File: config.mk
export PLATFORM = sky130hd
export DESIGN_NAME = trace_lane_serializer_flat
export DESIGN_NICKNAME = d
export VERILOG_FILES = /design/src/rtl/trace_lane_serializer_pkg.sv /design/src/rtl/trace_lane_serializer_if.sv /design/src/rtl/trace_lane_serializer_pick.sv /design/src/rtl/trace_lane_serializer.sv /design/src/flat_wrapper.sv
export SDC_FILE = /design/constraint.sdc
export NUM_CORES = 2
export LEC_CHECK = 0
export ABC_AREA = 1
export BUFFER_PORTS_ARGS = -buffer_cell sky130_fd_sc_hd__buf_2
export CAP_MARGIN = 20
export CORE_MARGIN = 1.5
export CORE_UTILIZATION = 30
export DETAILED_ROUTE_END_ITERATION = 6
export SETUP_SLACK_MARGIN = 0.05
export SYNTH_ARGS = -nofsm -noshare
export SYNTH_HDL_FRONTEND = slang
export SYNTH_SLANG_ARGS = --single-unit
File: constraint.sdc
create_clock -name clk -period 3.8 [get_ports clk]
set_clock_uncertainty 0.1 [all_clocks]
set_input_delay 0.38 -clock clk [delete_from_list [all_inputs] [get_ports clk]]
set_output_delay 0.38 -clock clk [all_outputs]
set_load 0.02 [all_outputs]
File: src/rtl/trace_lane_serializer_pkg.sv
// Shared constants and the default-build trace record for the trace lane serializer.
// The RTL itself is parameterised; the record type is sized for the standard 3-lane/RV64 build.
package trace_lane_serializer_pkg;

    localparam int TL_NUM_LANES = 3;
    localparam int TL_XLEN      = 64;
    localparam int TL_ILEN      = 32;
    localparam int TL_ECAUSE_W  = 5;

    // Lane index width; a single-lane build still needs a 1-bit field.
    function automatic int tl_lane_w(input int n);
        return (n > 1) ? $clog2(n) : 1;
    endfunction

    localparam int TL_LANE_W = tl_lane_w(TL_NUM_LANES);

    typedef struct packed {
        logic [TL_ILEN-1:0]     insn;
        logic [TL_XLEN-1:0]     addr;
        logic                   exception;
        logic                   interrupt;
        logic [TL_ECAUSE_W-1:0] ecause;
        logic [TL_XLEN-1:0]     tval;
        logic [TL_LANE_W-1:0]   lane;
    } trace_lane_rec_t;

endpackage

File: src/rtl/trace_lane_serializer_if.sv
// One-instruction-per-cycle trace record stream (valid/ready) toward the debug trace sink.
interface trace_lane_serializer_if
    import trace_lane_serializer_pkg::*;
#(
    parameter int XLEN   = TL_XLEN,
    parameter int ILEN   = TL_ILEN,
    parameter int LANE_W = TL_LANE_W
);
    logic                   out_valid;
    logic                   out_ready;
    logic [LANE_W-1:0]      out_lane;
    logic [ILEN-1:0]        out_insn;
    logic [XLEN-1:0]        out_addr;
    logic                   out_exception;
    logic                   out_interrupt;
    logic [TL_ECAUSE_W-1:0] out_ecause;
    logic [XLEN-1:0]        out_tval;
    logic                   out_last;

    modport master (
        output out_valid, out_lane, out_insn, out_addr, out_exception,
               out_interrupt, out_ecause, out_tval, out_last,
        input  out_ready
    );

    modport slave (
        input  out_valid, out_lane, out_insn, out_addr, out_exception,
               out_interrupt, out_ecause, out_tval, out_last,
        output out_ready
    );
endinterface

File: src/rtl/trace_lane_serializer_pick.sv
// Lowest-set-bit picker over the remaining-lane mask: index, one-hot and whether it is the final lane.
module trace_lane_pick #(
    parameter int NUM_LANES = 3,
    parameter int LANE_W    = 2
) (
    input  logic [NUM_LANES-1:0] mask,
    output logic [LANE_W-1:0]    idx,
    output logic [NUM_LANES-1:0] onehot,
    output logic                 is_last
);
    always_comb begin
        idx    = '0;
        onehot = mask & (~mask + NUM_LANES'(1));
        // Descending scan so the lowest set bit is written last and wins.
        for (int i = NUM_LANES - 1; i >= 0; i--) begin
            if (mask[i]) idx = LANE_W'(i);
        end
        is_last = (|mask) & ((mask & ~onehot) == '0);
    end
endmodule

File: src/rtl/trace_lane_serializer.sv
// Buffers multi-lane retirement trace packets in a small FIFO and replays them one lane per cycle.
// Never back-pressures the core: packets arriving to a full FIFO are dropped and counted.
module trace_lane_serializer
    import trace_lane_serializer_pkg::*;
#(
    parameter int NUM_LANES = 3,
    parameter int XLEN      = 64,
    parameter int ILEN      = 32,
    parameter int DEPTH     = 4,
    parameter int CNT_W     = 16
) (
    input  logic                      clk,
    input  logic                      rst_l,
    input  logic                      flush,
    input  logic [NUM_LANES-1:0]      in_lane_valid,
    input  logic [NUM_LANES*ILEN-1:0] in_insn,
    input  logic [NUM_LANES*XLEN-1:0] in_addr,
    input  logic [NUM_LANES-1:0]      in_exception,
    input  logic [NUM_LANES-1:0]      in_interrupt,
    input  logic [TL_ECAUSE_W-1:0]    in_ecause,
    input  logic [XLEN-1:0]           in_tval,
    trace_lane_serializer_if.master   tr,
    output logic                      full,
    output logic [CNT_W-1:0]          drop_cnt,
    output logic                      overflow
);
    localparam int LANE_W   = tl_lane_w(NUM_LANES);
    localparam int PTR_W    = $clog2(DEPTH);
    localparam int CNT_BITS = PTR_W + 1;
    localparam logic [CNT_BITS-1:0] DEPTH_C = CNT_BITS'(DEPTH);

    logic [NUM_LANES-1:0]   mask_mem_q   [DEPTH];
    logic [ILEN-1:0]        insn_mem_q   [DEPTH][NUM_LANES];
    logic [XLEN-1:0]        addr_mem_q   [DEPTH][NUM_LANES];
    logic [NUM_LANES-1:0]   exc_mem_q    [DEPTH];
    logic [NUM_LANES-1:0]   int_mem_q    [DEPTH];
    logic [TL_ECAUSE_W-1:0] ecause_mem_q [DEPTH];
    logic [XLEN-1:0]        tval_mem_q   [DEPTH];

    logic [PTR_W-1:0]     wr_ptr_q, wr_ptr_d;
    logic [PTR_W-1:0]     rd_ptr_q, rd_ptr_d;
    logic [CNT_BITS-1:0]  count_q, count_d;
    logic [NUM_LANES-1:0] remain_q, remain_d;
    logic [CNT_W-1:0]     drop_cnt_q, drop_cnt_d;
    logic                 overflow_q, overflow_d;

    logic                 out_valid, xfer, pkt_any, push, pop, drop;
    logic [PTR_W-1:0]     rd_ptr_nxt;
    logic [LANE_W-1:0]    pick_idx;
    logic [NUM_LANES-1:0] pick_onehot;
    logic                 pick_last;
    logic                 head_trap;

    trace_lane_pick #(
        .NUM_LANES (NUM_LANES),
        .LANE_W    (LANE_W)
    ) u_pick (
        .mask    (remain_q),
        .idx     (pick_idx),
        .onehot  (pick_onehot),
        .is_last (pick_last)
    );

    always_comb begin
        out_valid  = (count_q != '0);
        xfer       = out_valid & tr.out_ready;
        pkt_any    = |in_lane_valid;
        pop        = xfer & pick_last & ~flush;
        // A pop in the same cycle frees the slot, so a full FIFO still accepts.
        push       = pkt_any & ~flush & ((count_q != DEPTH_C) | pop);
        drop       = pkt_any & ~flush & ~push;
        rd_ptr_nxt = rd_ptr_q + PTR_W'(1);

        wr_ptr_d   = wr_ptr_q;
        rd_ptr_d   = rd_ptr_q;
        count_d    = count_q;
        remain_d   = remain_q;
        drop_cnt_d = drop_cnt_q;
        overflow_d = overflow_q;

        if (flush) begin
            wr_ptr_d   = '0;
            rd_ptr_d   = '0;
            count_d    = '0;
            remain_d   = '0;
            overflow_d = 1'b0;
        end else begin
            if (push) wr_ptr_d = wr_ptr_q + PTR_W'(1);
            if (pop)  rd_ptr_d = rd_ptr_nxt;
            if (push && !pop)      count_d = count_q + CNT_BITS'(1);
            else if (pop && !push) count_d = count_q - CNT_BITS'(1);

            // The incoming packet becomes head directly when nothing else is queued ahead of it.
            if (pop) begin
                if (count_q > CNT_BITS'(1)) remain_d = mask_mem_q[rd_ptr_nxt];
                else if (push)              remain_d = in_lane_valid;
                else                        remain_d = '0;
            end else if (push && count_q == '0) begin
                remain_d = in_lane_valid;
            end else if (xfer) begin
                remain_d = remain_q & ~pick_onehot;
            end

            if (drop) begin
                overflow_d = 1'b1;
                if (drop_cnt_q != '1) drop_cnt_d = drop_cnt_q + CNT_W'(1);
            end
        end
    end

    always_ff @(posedge clk or negedge rst_l) begin
        if (!rst_l) begin
            wr_ptr_q   <= '0;
            rd_ptr_q   <= '0;
            count_q    <= '0;
            remain_q   <= '0;
            drop_cnt_q <= '0;
            overflow_q <= 1'b0;
        end else begin
            wr_ptr_q   <= wr_ptr_d;
            rd_ptr_q   <= rd_ptr_d;
            count_q    <= count_d;
            remain_q   <= remain_d;
            drop_cnt_q <= drop_cnt_d;
            overflow_q <= overflow_d;
        end
    end

    always_ff @(posedge clk or negedge rst_l) begin
        if (!rst_l) begin
            for (int e = 0; e < DEPTH; e++) begin
                mask_mem_q[e]   <= '0;
                exc_mem_q[e]    <= '0;
                int_mem_q[e]    <= '0;
                ecause_mem_q[e] <= '0;
                tval_mem_q[e]   <= '0;
                for (int l = 0; l < NUM_LANES; l++) begin
                    insn_mem_q[e][l] <= '0;
                    addr_mem_q[e][l] <= '0;
                end
            end
        end else if (push) begin
            mask_mem_q[wr_ptr_q]   <= in_lane_valid;
            exc_mem_q[wr_ptr_q]    <= in_exception;
            int_mem_q[wr_ptr_q]    <= in_interrupt;
            ecause_mem_q[wr_ptr_q] <= in_ecause;
            tval_mem_q[wr_ptr_q]   <= in_tval;
            for (int l = 0; l < NUM_LANES; l++) begin
                insn_mem_q[wr_ptr_q][l] <= in_insn[l*ILEN +: ILEN];
                addr_mem_q[wr_ptr_q][l] <= in_addr[l*XLEN +: XLEN];
            end
        end
    end

    // Record fields are gated by out_valid so an empty FIFO presents all-zero outputs.
    always_comb begin
        head_trap        = exc_mem_q[rd_ptr_q][pick_idx] | int_mem_q[rd_ptr_q][pick_idx];
        tr.out_valid     = out_valid;
        tr.out_lane      = out_valid ? pick_idx : '0;
        tr.out_insn      = out_valid ? insn_mem_q[rd_ptr_q][pick_idx] : '0;
        tr.out_addr      = out_valid ? addr_mem_q[rd_ptr_q][pick_idx] : '0;
        tr.out_exception = out_valid & exc_mem_q[rd_ptr_q][pick_idx];
        tr.out_interrupt = out_valid & int_mem_q[rd_ptr_q][pick_idx];
        tr.out_ecause    = (out_valid & head_trap) ? ecause_mem_q[rd_ptr_q] : '0;
        tr.out_tval      = (out_valid & head_trap) ? tval_mem_q[rd_ptr_q] : '0;
        tr.out_last      = out_valid & pick_last;
        full             = (count_q == DEPTH_C);
        drop_cnt         = drop_cnt_q;
        overflow         = overflow_q;
    end

endmodule

File: src/flat_wrapper.sv
// flat-port wrapper written by rule: the top's interface ports become plain ports
module trace_lane_serializer_flat import trace_lane_serializer_pkg::*;
#(
    parameter int NUM_LANES = 3,
    parameter int XLEN      = 64,
    parameter int ILEN      = 32,
    parameter int DEPTH     = 4,
    parameter int CNT_W     = 16
)
  (clk, rst_l, flush, in_lane_valid, in_insn, in_addr, in_exception, in_interrupt, in_ecause, in_tval, full, drop_cnt, overflow, tr_out_valid, tr_out_lane, tr_out_insn, tr_out_addr, tr_out_exception, tr_out_interrupt, tr_out_ecause, tr_out_tval, tr_out_last, tr_out_ready);
  trace_lane_serializer_if #(.XLEN(XLEN), .ILEN(ILEN), .LANE_W(TL_LANE_W)) tr_i ();
  input  logic clk;
  input  logic rst_l;
  input  logic flush;
  input  logic [NUM_LANES-1:0] in_lane_valid;
  input  logic [NUM_LANES*ILEN-1:0] in_insn;
  input  logic [NUM_LANES*XLEN-1:0] in_addr;
  input  logic [NUM_LANES-1:0] in_exception;
  input  logic [NUM_LANES-1:0] in_interrupt;
  input  logic [TL_ECAUSE_W-1:0] in_ecause;
  input  logic [XLEN-1:0] in_tval;
  output logic full;
  output logic [CNT_W-1:0] drop_cnt;
  output logic overflow;
  output wire logic [$bits(tr_i.out_valid)-1:0] tr_out_valid;
  output wire logic [$bits(tr_i.out_lane)-1:0] tr_out_lane;
  output wire logic [$bits(tr_i.out_insn)-1:0] tr_out_insn;
  output wire logic [$bits(tr_i.out_addr)-1:0] tr_out_addr;
  output wire logic [$bits(tr_i.out_exception)-1:0] tr_out_exception;
  output wire logic [$bits(tr_i.out_interrupt)-1:0] tr_out_interrupt;
  output wire logic [$bits(tr_i.out_ecause)-1:0] tr_out_ecause;
  output wire logic [$bits(tr_i.out_tval)-1:0] tr_out_tval;
  output wire logic [$bits(tr_i.out_last)-1:0] tr_out_last;
  input wire logic [$bits(tr_i.out_ready)-1:0] tr_out_ready;
  assign tr_out_valid = tr_i.out_valid;
  assign tr_out_lane = tr_i.out_lane;
  assign tr_out_insn = tr_i.out_insn;
  assign tr_out_addr = tr_i.out_addr;
  assign tr_out_exception = tr_i.out_exception;
  assign tr_out_interrupt = tr_i.out_interrupt;
  assign tr_out_ecause = tr_i.out_ecause;
  assign tr_out_tval = tr_i.out_tval;
  assign tr_out_last = tr_i.out_last;
  assign tr_i.out_ready = tr_out_ready;
  trace_lane_serializer #(.NUM_LANES(NUM_LANES), .XLEN(XLEN), .ILEN(ILEN), .DEPTH(DEPTH), .CNT_W(CNT_W)) u_core (.clk(clk), .rst_l(rst_l), .flush(flush), .in_lane_valid(in_lane_valid), .in_insn(in_insn), .in_addr(in_addr), .in_exception(in_exception), .in_interrupt(in_interrupt), .in_ecause(in_ecause), .in_tval(in_tval), .tr(tr_i), .full(full), .drop_cnt(drop_cnt), .overflow(overflow));
endmodule
# Word level (Yosys, flattened, before mapping)
# Cells that the tools add are included.
[totals]
ff_bits = 1491
elab_cells = 189
[op_classes]
addsub = 6
order_cmp = 7
eq_ne = 3
muxes = 83
bitwise_logic = 23
n_reduce_logical = 17
[ops]
columns = ["cell", "n"]
rows = [
  ["768-bit bitwise mux", 3],
  ["384-bit bitwise mux", 3],
  ["192-bit demux with 2-bit select", 3],
  ["96-bit demux with 2-bit select", 3],
  ["192-bit 2-to-1 mux", 3],
  ["64-bit 2-to-1 mux", 9],
  ["192-bit binary-select mux with 2-bit select", 1],
  ["96-bit 2-to-1 mux", 3],
  ["64-bit binary-select mux with 2-bit select", 2],
  ["256-bit bitwise mux", 1],
  ["96-bit binary-select mux with 2-bit select", 1],
  ["64-bit demux with 2-bit select", 1],
  ["128-bit 2-to-1 mux", 1],
  ["32-bit 2-to-1 mux", 4],
  ["32-bit binary-select mux with 2-bit select", 1],
  ["3-bit 2-to-1 mux", 16],
  ["12-bit bitwise mux", 3],
  ["20-bit bitwise mux", 1],
  ["5-bit 2-to-1 mux", 4],
  ["3-bit binary-select mux with 2-bit select", 3],
  ["16-bit by 1-bit adder with 16-bit output, second input constant", 1],
  ["2-bit 2-to-1 mux", 8],
  ["16-bit != test, second input constant", 1],
  ["3-bit >= comparator, second input constant", 4],
  ["other kinds (27)", 59],
]

# Depth between registers and ports, before layout
[logic_depth]
depth_word = 16
depth_mapped = 15
mapped_depth_nobuf = 12

# Modules after synthesis
# From an unflattened synthesis, not the netlist that was laid out.
[hier_totals]
cells_unflattened = 8809
area_unflattened_um2 = 69993.4
[by_module_without_submodules]
columns = ["mod", "instances", "cells_each", "area_each_um2"]
rows = [
  ["trace_lane_serializer", 1, 8797, 69934.6],
  ["trace_lane_pick", 1, 12, 58.8],
]

# Worst setup path after synthesis
# No wires, ideal clock.
[synth_timing]
kind = "reg2out"
from = "register u_core.count_q[0]"
to = "output port tr_out_ecause[0]"
t_arrival_ns = 2.172
slack_ns = 1.148
stages_incl_launch_ff = 12
path_buffers = 2
cell_sequence = "dfrtp_1 > inv_1 > ha_1 > inv_2 > nor2_2 > a21oi_1 > nand3_1 > nand2_1 > nor2_1 > buf_2 > buf_2 > a21oi_1"
[synth_between]
elab_chain_len = 3
[synth_lines]
columns = ["element", "line_no", "source"]
rows = [
  ["from (decl)", "trace_lane_serializer.sv:42", "logic [CNT_BITS-1:0] count_q, count_d;"],
  ["from (signal assigned)", "trace_lane_serializer.sv:122", "count_q <= count_d;"],
  ["3-bit nonzero test", "trace_lane_serializer.sv:65", "out_valid = (count_q != '0);"],
  ["1-bit AND", "trace_lane_serializer.sv:164", "tr.out_ecause = (out_valid & head_trap) ? ecause_mem_q[rd_ptr_q] : '0;"],
  ["5-bit 2-to-1 mux", "trace_lane_serializer.sv:164", ""],
  ["to (decl)", "flat_wrapper.sv:31", "output wire logic [$bits(tr_i.out_ecause)-1:0] tr_out_ecause;"],
]
# No other way between the ends.

# Final worst setup path
[layout_timing]
from = "register u_core.rd_ptr_q[0]"
to = "output port tr_out_tval[50]"
[layout_between]
elab_chain_len = 9
[layout_lines]
columns = ["element", "line_no", "source"]
rows = [
  ["from (decl)", "trace_lane_serializer.sv:41", "logic [PTR_W-1:0] rd_ptr_q, rd_ptr_d;"],
  ["from (signal assigned)", "trace_lane_serializer.sv:121", "rd_ptr_q <= rd_ptr_d;"],
  ["2-bit NOT with 3-bit output (implied by the code) (*)", "trace_lane_serializer.sv:157, trace_lane_serializer.sv:165", ""],
  ["3-bit binary-select mux with 2-bit select", "trace_lane_serializer.sv:157", "head_trap = exc_mem_q[rd_ptr_q][pick_idx] | int_mem_q[rd_ptr_q][pick_idx];"],
  ["3-bit 2-to-1 mux (implied by the code) (2 in series)", "trace_lane_serializer.sv:157", ""],
  ["1-bit binary-select mux with 2-bit select", "trace_lane_serializer.sv:157", ""],
  ["1-bit 2-to-1 mux (implied by the code)", "trace_lane_serializer.sv:157", ""],
  ["1-bit bitwise OR", "trace_lane_serializer.sv:157", ""],
  ["1-bit AND", "trace_lane_serializer.sv:165", "tr.out_tval = (out_valid & head_trap) ? tval_mem_q[rd_ptr_q] : '0;"],
  ["64-bit 2-to-1 mux (*)", "trace_lane_serializer.sv:165", ""],
  ["to (decl)", "flat_wrapper.sv:32", "output wire logic [$bits(tr_i.out_tval)-1:0] tr_out_tval;"],
]
# Every way passes the cells marked *; elsewhere a longest branch is shown, timed or not. The select of a mux whose other input is x is not followed.

==> flow_metrics.env <==
export IMPL_outcome="finished, final reports clean"
export IMPL_hold_class="in -> async"
export IMPL_drt_iter0_drc=6389
export IMPL_h_tree_depth=4
export IMPL_drv_slew=0
export IMPL_synth_most_common_cell="nand2_1"
export IMPL_cts_tree="yes"
export IMPL_synth_nets=9100
export IMPL_worstPathRequired_ns=3.32
export IMPL_wl_per_cell_um=20.1
export IMPL_power_frac_comb=0.425
export IMPL_core_area_mm2=0.232
export IMPL_area_growth_syn_to_layout_pct=22.6
export IMPL_pwr_share_clk=0.229
export IMPL_dieArea_mm2=0.236
export IMPL_worstMarginPinSlew_ns=1.06
export IMPL_vias=64200
export IMPL_vias_per_cell=5.13
export IMPL_swShare=0.426
export IMPL_worstPathArrival_ns=3.23
export IMPL_yosys_top_cells_count="nand2_1, o21ai_0, dfrtp_1"
export IMPL_hold_ws_ns=0.0418
export IMPL_fin_crit_sh=0.977
export IMPL_start_util=0.301
export IMPL_setup_viol=0
export IMPL_netlist_area_mm2=0.0699
export IMPL_yosysWarnings=0
export IMPL_fp_dieW_um=486
export IMPL_seqPwrFrac=0.346
export IMPL_cts_clk_slew_worst_paths_ns=0.06
export IMPL_ys_flop_type="dfrtp_1"
export IMPL_crit_path_max_fanout=69
export IMPL_cts_sink_count=1491
export IMPL_drv_cap=0
export IMPL_grt_pass1_wl_um=385000
export IMPL_grt_total_usage=0.208
export IMPL_finalHoldViolations=0
export IMPL_yosysSeqAreaShare=0.534
export IMPL_antenna_found_initial=66
export IMPL_ant_nets=0
export IMPL_root_buffer="clkbuf_16"
export IMPL_fmax_mhz=269
export IMPL_ys_ff_latch=1491
export IMPL_yosysUniqueCellTypes=31
export IMPL_grt_max_degree=159
export IMPL_layout_drive_gt1_share=0.108
export IMPL_slew_headroom=0.296
export IMPL_firstDrtPassIters=6
export IMPL_finalNetCount=9676
export IMPL_p_sw_uw=32000
export IMPL_slowest_delay_ns=0.56
export IMPL_fp_dieH_um=486
export IMPL_ir_drop_mv=0.670
export IMPL_synth_area_top_cells="dfrtp_1, o21ai_0, nand2_1"
export IMPL_worst_r2r_setup_slack_ns=0.83
export IMPL_crit_path_start_kind="flip-flop"
export IMPL_totalWireLength_um=251000
export IMPL_numCtsBuffers=171
export IMPL_powerDensity_mw_per_mm2=877
export IMPL_syn_inst=8722
export IMPL_yosysTopAreaCellShare=0.534
export IMPL_gp_congestion=0.851
export IMPL_grt_pass1_vias=62900
export IMPL_ios=559
export IMPL_path_cells="buf_16 -> a21oi_1 -> o21ai_0 -> nand3_1 -> nand3_1 -> nand2_1 -> nor2_4 -> buf_16 -> a21oi_1 -> buf_2"
export IMPL_worstSetupPathType="reg -> out"
export IMPL_period_needed_ns=3.71
export IMPL_dpl_hpwl_um=147000
export IMPL_internal_power_uw=43200
export IMPL_synth_edf_count=0
export IMPL_slowest_stage="dfrtp_4"
export IMPL_clk_latency_ns=0.84
export IMPL_p_leak_uw=0.0394
export IMPL_synth_area_leader_cell="dfrtp_1"
export IMPL_cts_path_max_buffers=3
export IMPL_drc=0
export IMPL_worstSetupEndpointType="output port"
export IMPL_numPortBuffers=558
export IMPL_synthArstFlopShare=1.00
export IMPL_grt_overflow=0
export IMPL_syn_area_per_cell_um2=8.01
export IMPL_num_rows=177
export IMPL_final_core_util=0.369
export IMPL_rsz0062_at_grt="true"
-- kinds of logic after synthesis --
logic type / count (synthesis) / share of synthesized area
flip-flops: 1491 / 0.534
AND/OR/NAND/NOR: 2634 / 0.146
adder cells (fa/ha/maj): 8 / 0.00143
buffers and inverters: 1461 / 0.0861
XOR/XNOR: 16 / 0.00201
AO/OA/AOI/OAI: 3112 / 0.230
-- stage by stage --
stage               cells  setup slack [ns]  power [uW]  setup TNS [ns]  cell area (um^2)
floorplan            8722              1.15       45400               0             69900
global placement    11800             0.857       56200               0             75800
detailed placement  11800             0.775       57100               0             75800
CTS                 12500            0.0466       75100               0             85400
global route        12500           -0.0143       80300         -0.0143             85700
finish              12500            0.0865       75200               0             85700
-- power by group through the flow --
stage	Clock [uW]	Combinational (uW)	Sequential, uW
after CTS	17600	31500	26000
after global placement	0	30300	25900
after floorplan	0	20000	25400
after detailed placement	0	30900	26200
final	17200	31900	26000
after global routing	18200	35200	26800
-- state kept, by name, indices dropped and copies added (netlist names) --
signal	cells
u_core.remain_q	3
u_core.drop_cnt	16
u_core.overflow	1
u_core.insn_mem_q	384
u_core.rd_ptr_q	2
u_core.ecause_mem_q	20
u_core.addr_mem_q	768
u_core.int_mem_q	12
u_core.mask_mem_q	12
u_core.wr_ptr_q	2
u_core.tval_mem_q	256
u_core.count_q	3
u_core.exc_mem_q	12
-- critical path: cells and delay by family (launching register included) --
| family | cells | cell delay [ns] |
|---|---|---|
| AOI/OAI and AO/OA | 3 | 0.58 |
| buffers and inverters | 3 | 0.67 |
| DFF | 1 | 0.56 |
| and+or+nand+nor | 4 | 0.39 |
-- what timing repair did --
item                                    in CTS  in global routing
resized for setup                            9                  9
cloned                                       0                  3
hold endpoints to repair                  2023                  0
hold buffers                               369                  0
pin swaps                                    0                  1
setup buffers                                0                  5
endpoints found under the setup margin      35                 97
-- cell usage in the layout, fill, tap and decap left out, types with 4 or more instances in the layout --
cell	n
nor2_4	7
clkbuf_1	40
nor3_1	4
a32o_1	96
ha_1	8
o21ai_1	186
clkinvlp_4	5
clkbuf_8	44
xnor2_1	8
a21oi_1	800
buf_6	6
clkinv_16	13
clkbuf_16	174
buf_4	74
dlygate4sd3_1	369
buf_2	557
buf_12	82
nor2_1	24
dfrtp_1	1489
nand3_1	219
nand2_1	2370
clkinv_2	16
o21ai_0	2018
inv_1	757
bufinv_16	10
xor2_1	8
buf_16	7
diode_2	36
o211ai_1	5
-- final timing paths --
| path | endpoint | startpoint | cells after the start |
|---|---|---|---|
| hold / removal | u_core.addr_mem_q[558] | rst_l | 2 |
| setup / recovery | tr_out_tval[50] | u_core.rd_ptr_q[0] | 10 |
| setup reg to reg | u_core.addr_mem_q[691] | u_core.count_q[1] | 13 |
| max in group asynchronous | u_core.addr_mem_q[215] | rst_l | 4 |
| hold reg to reg | u_core.tval_mem_q[236] | u_core.tval_mem_q[236] | 2 |
| min in group clk | u_core.insn_mem_q[355] | in_insn[3] | 4 |
-- per-layer routing --
layer,global-route usage,part of all wire,vias to the layer above
li1,-,-,29800
met1,0.282,0.43,31300
met2,0.330,0.46,2637
met3,0.0392,0.075,452
met4,0.0736,0.031,38
met5,0,0.00095,-
-- area by class of cell --
type                            count  area, um^2
Fill cell                       23600      146000
Sequential cell                  1491       37300
Multi-Input combinational cell   5770       26600
Timing Repair Buffer             1098        9010
Clock buffer                      255        5030
Tap cell                         3043        3810
Inverter                          766        2920
Clock inverter                     52         900
Antenna cell                       36        90.1
(Power assumes the default switching activity.)
